[src/rtl/player_input_conditioner.sv]
// player_input_conditioner
//   Front end between the raw board inputs and the bomberman game core.
//   Synchronises and debounces player A's buttons and player B's Pmod command
//   nibble, then turns held inputs into single-cycle move/bomb pulses with
//   auto-repeat on movement.
// Ports (top)
//   clk                   system clock
//   rst                   asynchronous reset, active-low
//   btnU/btnD/btnL/btnR   player A direction buttons (raw, active-high)
//   btnS                  player A bomb button (raw, active-high)
//   JA[7:0]               player B Pmod: [4] pad present, [7:5] command, [3:0] unused
//   a_move/a_dir/a_bomb   player A pulses; dir 00 U, 01 D, 10 L, 11 R
//   b_move/b_dir/b_bomb   player B pulses, same encoding

// Debounces a vector as one unit. i_next is the synchroniser's first stage,
// used to see a change of i_sync one cycle ahead so a glitch clears the count.
module player_input_conditioner_debounce #(
  parameter int unsigned WIDTH           = 1,
  parameter int unsigned DEBOUNCE_CYCLES = 2
) (
  input  logic             clk,
  input  logic             rst,
  input  logic [WIDTH-1:0] i_next,
  input  logic [WIDTH-1:0] i_sync,
  output logic [WIDTH-1:0] o_deb
);
  localparam int unsigned CW = $clog2(DEBOUNCE_CYCLES + 1);

  logic [CW-1:0]    r_cnt;
  logic [WIDTH-1:0] r_deb;

  always_ff @(posedge clk or negedge rst) begin
    if (!rst) begin
      r_cnt <= '0;
      r_deb <= '0;
    end else if (i_sync == r_deb || i_next != i_sync) begin
      r_cnt <= '0;
    end else if (r_cnt == CW'(DEBOUNCE_CYCLES)) begin
      r_deb <= i_sync;
      r_cnt <= '0;
    end else begin
      r_cnt <= r_cnt + CW'(1);
    end
  end

  assign o_deb = r_deb;
endmodule

// Move pulse generator with auto-repeat. Counters load limit-1 so pulses are
// exactly REPEAT_DELAY / REPEAT_PERIOD cycles apart.
module player_input_conditioner_move #(
  parameter int unsigned REPEAT_DELAY  = 2,
  parameter int unsigned REPEAT_PERIOD = 2
) (
  input  logic       clk,
  input  logic       rst,
  input  logic       i_valid,
  input  logic [1:0] i_dir,
  output logic       o_move,
  output logic [1:0] o_dir
);
  localparam int unsigned RMAX = (REPEAT_DELAY > REPEAT_PERIOD) ? REPEAT_DELAY : REPEAT_PERIOD;
  localparam int unsigned CW   = $clog2(RMAX);
  localparam logic [CW-1:0] LD_DELAY  = CW'(REPEAT_DELAY - 1);
  localparam logic [CW-1:0] LD_PERIOD = CW'(REPEAT_PERIOD - 1);

  typedef enum logic [1:0] {S_IDLE, S_HOLD, S_REPEAT} state_t;

  state_t        r_state, w_state_nx;
  logic [CW-1:0] r_cnt, w_cnt_nx;
  logic          w_pulse;
  logic          r_move;
  logic [1:0]    r_dir;

  always_comb begin
    w_state_nx = r_state;
    w_cnt_nx   = r_cnt;
    w_pulse    = 1'b0;
    case (r_state)
      S_IDLE: begin
        if (i_valid) begin
          w_pulse    = 1'b1;
          w_cnt_nx   = LD_DELAY;
          w_state_nx = S_HOLD;
        end
      end
      S_HOLD, S_REPEAT: begin
        if (!i_valid) begin
          w_state_nx = S_IDLE;
          w_cnt_nx   = '0;
        end else if (i_dir != r_dir) begin
          w_pulse    = 1'b1;
          w_cnt_nx   = LD_DELAY;
          w_state_nx = S_HOLD;
        end else if (r_cnt == '0) begin
          w_pulse    = 1'b1;
          w_cnt_nx   = LD_PERIOD;
          w_state_nx = S_REPEAT;
        end else begin
          w_cnt_nx = r_cnt - CW'(1);
        end
      end
      default: w_state_nx = S_IDLE;
    endcase
  end

  always_ff @(posedge clk or negedge rst) begin
    if (!rst) begin
      r_state <= S_IDLE;
      r_cnt   <= '0;
      r_move  <= 1'b0;
      r_dir   <= 2'b00;
    end else begin
      r_state <= w_state_nx;
      r_cnt   <= w_cnt_nx;
      r_move  <= w_pulse;
      if (w_pulse) r_dir <= i_dir;
    end
  end

  assign o_move = r_move;
  assign o_dir  = r_dir;
endmodule

module player_input_conditioner #(
  parameter int unsigned DEBOUNCE_CYCLES = 1_000_000,
  parameter int unsigned REPEAT_DELAY    = 30_000_000,
  parameter int unsigned REPEAT_PERIOD   = 15_000_000
) (
  input  logic       clk,
  input  logic       rst,
  input  logic       btnU,
  input  logic       btnD,
  input  logic       btnL,
  input  logic       btnR,
  input  logic       btnS,
  input  logic [7:0] JA,
  output logic       a_move,
  output logic [1:0] a_dir,
  output logic       a_bomb,
  output logic       b_move,
  output logic [1:0] b_dir,
  output logic       b_bomb
);
  // Player A bit order: {U, D, L, R, S}
  logic [4:0] r_a_meta, r_a_sync;
  logic [3:0] r_ja_meta, r_ja_sync;
  logic       w_unused_ja;

  assign w_unused_ja = ^JA[3:0];

  always_ff @(posedge clk or negedge rst) begin
    if (!rst) begin
      r_a_meta  <= '0;
      r_a_sync  <= '0;
      r_ja_meta <= '0;
      r_ja_sync <= '0;
    end else begin
      r_a_meta  <= {btnU, btnD, btnL, btnR, btnS};
      r_a_sync  <= r_a_meta;
      r_ja_meta <= JA[7:4];
      r_ja_sync <= r_ja_meta;
    end
  end

  // Codes: 0 NONE, 1 U, 2 D, 3 L, 4 R, 5 BOMB -- equal to the raw command
  // value when the pad is present and the command is defined.
  function automatic logic [2:0] f_decode(input logic [3:0] i_ja);
    logic [2:0] v_cmd;
    v_cmd = i_ja[3:1];
    if (i_ja[0] && v_cmd >= 3'd1 && v_cmd <= 3'd5) return v_cmd;
    return 3'd0;
  endfunction

  logic [2:0] w_b_next_code, w_b_sync_code, w_b_deb;
  logic [4:0] w_a_deb;

  assign w_b_next_code = f_decode(r_ja_meta);
  assign w_b_sync_code = f_decode(r_ja_sync);

  player_input_conditioner_debounce #(
    .WIDTH          (5),
    .DEBOUNCE_CYCLES(DEBOUNCE_CYCLES)
  ) u_deb_a (
    .clk   (clk),
    .rst   (rst),
    .i_next(r_a_meta),
    .i_sync(r_a_sync),
    .o_deb (w_a_deb)
  );

  player_input_conditioner_debounce #(
    .WIDTH          (3),
    .DEBOUNCE_CYCLES(DEBOUNCE_CYCLES)
  ) u_deb_b (
    .clk   (clk),
    .rst   (rst),
    .i_next(w_b_next_code),
    .i_sync(w_b_sync_code),
    .o_deb (w_b_deb)
  );

  logic       w_a_valid, w_b_valid;
  logic [1:0] w_a_dir, w_b_dir;

  always_comb begin
    w_a_valid = |w_a_deb[4:1];
    if (w_a_deb[4])      w_a_dir = 2'b00;
    else if (w_a_deb[3]) w_a_dir = 2'b01;
    else if (w_a_deb[2]) w_a_dir = 2'b10;
    else                 w_a_dir = 2'b11;
  end

  always_comb begin
    w_b_valid = 1'b0;
    w_b_dir   = 2'b00;
    case (w_b_deb)
      3'd1: begin w_b_valid = 1'b1; w_b_dir = 2'b00; end
      3'd2: begin w_b_valid = 1'b1; w_b_dir = 2'b01; end
      3'd3: begin w_b_valid = 1'b1; w_b_dir = 2'b10; end
      3'd4: begin w_b_valid = 1'b1; w_b_dir = 2'b11; end
      default: ;
    endcase
  end

  player_input_conditioner_move #(
    .REPEAT_DELAY (REPEAT_DELAY),
    .REPEAT_PERIOD(REPEAT_PERIOD)
  ) u_move_a (
    .clk    (clk),
    .rst    (rst),
    .i_valid(w_a_valid),
    .i_dir  (w_a_dir),
    .o_move (a_move),
    .o_dir  (a_dir)
  );

  player_input_conditioner_move #(
    .REPEAT_DELAY (REPEAT_DELAY),
    .REPEAT_PERIOD(REPEAT_PERIOD)
  ) u_move_b (
    .clk    (clk),
    .rst    (rst),
    .i_valid(w_b_valid),
    .i_dir  (w_b_dir),
    .o_move (b_move),
    .o_dir  (b_dir)
  );

  // Bomb pulses on the debounced rising edge only.
  logic w_b_is_bomb;
  logic r_a_bomb_prev, r_b_bomb_prev, r_a_bomb, r_b_bomb;

  assign w_b_is_bomb = (w_b_deb == 3'd5);

  always_ff @(posedge clk or negedge rst) begin
    if (!rst) begin
      r_a_bomb_prev <= 1'b0;
      r_b_bomb_prev <= 1'b0;
      r_a_bomb      <= 1'b0;
      r_b_bomb      <= 1'b0;
    end else begin
      r_a_bomb_prev <= w_a_deb[0];
      r_b_bomb_prev <= w_b_is_bomb;
      r_a_bomb      <= w_a_deb[0] & ~r_a_bomb_prev;
      r_b_bomb      <= w_b_is_bomb & ~r_b_bomb_prev;
    end
  end

  assign a_bomb = r_a_bomb;
  assign b_bomb = r_b_bomb;
endmodule

[config.mk]
export PLATFORM = sky130hd
export DESIGN_NAME = player_input_conditioner
export DESIGN_NICKNAME = d
export VERILOG_FILES = /design/src/rtl/player_input_conditioner.sv
export SDC_FILE = /design/constraint.sdc
export NUM_CORES = 1
export LEC_CHECK = 0
export CAP_MARGIN = 0
export CORE_ASPECT_RATIO = 0.6
export CORE_MARGIN = 5
export CORE_UTILIZATION = 60
export CTS_CLUSTER_SIZE = 12
export DETAILED_ROUTE_END_ITERATION = 12
export PLACE_DENSITY = 0.78
export SKIP_CTS_REPAIR_TIMING = 1
export SLEW_MARGIN = 20
export SYNTH_ARGS = -nofsm -noshare
export SYNTH_HDL_FRONTEND = slang
export SYNTH_SLANG_ARGS = --single-unit
[constraint.sdc]
create_clock -name clk -period 2.9 [get_ports clk]
set_input_delay 0.87 -clock clk [delete_from_list [all_inputs] [get_ports clk]]
set_output_delay 0.87 -clock clk [all_outputs]
set_load 0.1 [all_outputs]
==> reports/metrics.yaml <==
first_pass_iters: 5
cp.required_ns: 3.19
drc_errors: 0
dp_hpwl_mm: 11.1
die-area_mm2: 0.0140
n_antenna_cell: 0
clock_path_buffers: 2
worstPathCellList: "nor4_4 > nand3_2 > or4_1 > and3_1 > o2bb2ai_1 > a311oi_1"
grt_max_degree: 90
port_buffers: 18
post_synth_most_frequent_cells: "130 x dfrtp_1, 97 x nor2_1, 60 x nand2_1, 53 x o21ai_0, 35 x nor3_1"
maxSlewHeadroom_pct: 28.6
vdd_ir_drop_max_mv: 0.369
die_h_um: 93.6
min_path_type: "flip-flop to flip-flop"
fin_setup_tns_ns: 0
syn_nets: 767
p_per_area_mw_per_mm2: 500
skew_ns: 0.00879
grtUsageMet3_pct: 6.39
viasPerCell: 6.16
cap_viol_max_count: 0
grt_pass1_vias: 5626
root_buffer: "clkbuf_16"
synth.yosys.seq_area_share_pct: 46.5
cp-start-kind: "flip-flop"
cts-buffers-inserted: 17
cp_max_fo: 10
yosysTopAreaCellShare_pct: 46.5
overflow: 0
ys.flop_type: "dfrtp_1"
fin_crit_sh_pct: 92.1
worst_pin_slew_ns: 1.06
pin_count: 23
synth_area_mm2: 0.00700
use_met2_pct: 35.3
start_util_pct: 61.7
finalWirelength_mm: 16.1
crit_type: "flip-flop to flip-flop"
synthCells: 742
clk_latency_ns: 0.41
synth-seq-cells: 130
finalNetCount: 796
drive_gt1_share_pct: 11.4
worstSetupStartpoint: "u_move_a.r_cnt[14]"
dr.first_iter.drc_count: 645
cp.arrival_ns: 2.96
syn_avg_cell_area_um2: 9.43
n_fill_cell: 847
synth-edff-count: 0
status: "completed"
gp_congestion: 0.895
p_leak_nw: 3.61
grt_util_all_layers_pct: 24.5
rows: 30
cts.htree.levels: 4
post_drt_wl_per_cell_um: 17.1
hold_slack_ns: 0.387
ys_warn_count: 0
grt_antenna_before_repair: 0
setup_viol: 0
die_w_um: 149
cts_tree: "built"
grt_busiest_layer: "met1"
r2r-start: "u_move_a.r_cnt[14]"
async_flop_share_pct: 100
yosysMostFrequentCell: "dfrtp_1"
max_freq_mhz: 375
rrSetupSlack_ns: 0.23
clk_pin_slew_worst_paths_ns: 0.06
synthTopCellsByArea: "dfrtp_1 47%, nor2_1 5.2%, xor2_1 4.3%"
cts.sinks: 130
ant_nets: 0
via_count: 5817
rsz0062_at_grt: "false"
period_minus_slack_ns: 2.67
use_met1_pct: 37.0
drv_slew: 0
cp_slowest_stage_delay_ns: 0.65
crit_path_end_kind: "flip-flop"
slowest_stage: "or4_1"
grt_pass1_wl_mm: 27.4
hold_start: "r_b_bomb_prev"
synth_area_leader_cell: "dfrtp_1"
final_hold_viol_count: 0
area_growth_syn_to_layout_pct: 14.0
core_area_mm2: 0.0113
ys_types: 70
through the flow:
stage | area (um^2) | power [mW] | cells | worst slack [ns] | utilization [%]
detailed placement | 7400 | 1.98 | 912 | 0.295 | 65.3
global placement | 7400 | 1.97 | 912 | 0.356 | 65.3
finish | 7970 | 3.98 | 944 | 0.230 | 70.3
CTS | 7970 | 4.02 | 944 | 0.273 | 70.3
global route | 7970 | 4.15 | 944 | 0.128 | 70.3
floorplan | 7000 | 1.91 | 742 | 0.205 | -
layout make-up:
cell class	count	area (um^2)	area share, %
Tap cell	160	200	2.51
Multi-Input combinational cell	556	3520	44.1
Clock inverter	13	129	1.62
Inverter	27	101	1.27
Sequential cell	130	3250	40.8
Clock buffer	19	443	5.56
Timing Repair Buffer	39	328	4.11
critical path: cells and delay by family (launching register included):
family           cells  cell delay (ns)
flip-flops           1             0.50
AND/OR/NAND/NOR      4             1.56
AO/OA/AOI/OAI        2             0.49
sequential cells by signal, indices dropped and copies added, names as in the netlist:
register / cells
u_move_b.r_state: 2
u_move_b.o_move: 1
u_deb_a.r_cnt: 20
r_a_sync: 5
u_deb_a.o_deb: 5
b_bomb: 1
u_move_b.o_dir: 2
r_b_bomb_prev: 1
r_a_meta: 5
u_move_b.r_cnt: 25
u_move_a.o_dir: 2
a_bomb: 1
u_deb_b.o_deb: 3
r_a_bomb_prev: 1
u_deb_b.r_cnt: 20
r_ja_meta: 4
u_move_a.r_cnt: 25
r_ja_sync: 4
u_move_a.r_state: 2
u_move_a.o_move: 1
cells in the final DEF, fill, tap and decap left out, drive strengths merged, types with 15 or more instances in the layout:
cell / count
xnor2: 22
nand4: 15
buf: 30
nor4: 17
nand2: 60
nand3: 23
nor3: 35
xor2: 34
inv: 30
o21ai: 56
a21oi: 26
nor2: 97
dfrtp: 130
clkbuf: 19
routing by layer:
layer | part of all wire, % | vias to the layer above
met5 | 0 | -
met1 | 48 | 2842
met3 | 7.1 | 14
li1 | - | 2723
met4 | 0.53 | 0
met2 | 44 | 238
cells by family after synthesis:
| group | after synthesis | share of synthesized area, % |
|---|---|---|
| multiplexers | 15 | 2.36 |
| AND/OR/NAND/NOR | 318 | 24.5 |
| XOR/XNOR | 56 | 7.01 |
| buffers and inverters | 56 | 3.22 |
| adder cells (fa/ha/maj) | 10 | 1.79 |
| AO/OA/AOI/OAI | 157 | 14.6 |
| flip-flops | 130 | 46.5 |
path summary, 6_finish.rpt:
kind | endpoint | cells past startpoint
min | b_bomb | 1
min reg2reg | b_bomb | 1
max reg2reg | u_move_a.r_cnt[3] | 6
max | u_move_a.r_cnt[3] | 6
min in group asynchronous | u_move_a.o_move | 2
max in group asynchronous | u_deb_b.r_cnt[7] | 2
report_power, final:
part / switching [mW] / leakage [nW] / internal, mW
sequential: 0.0180 / 1.77 / 1.83
combinational: 0.0610 / 1.57 / 0.0350
clock: 0.828 / 0.263 / 1.21
Power figures use the tool's default switching activity.
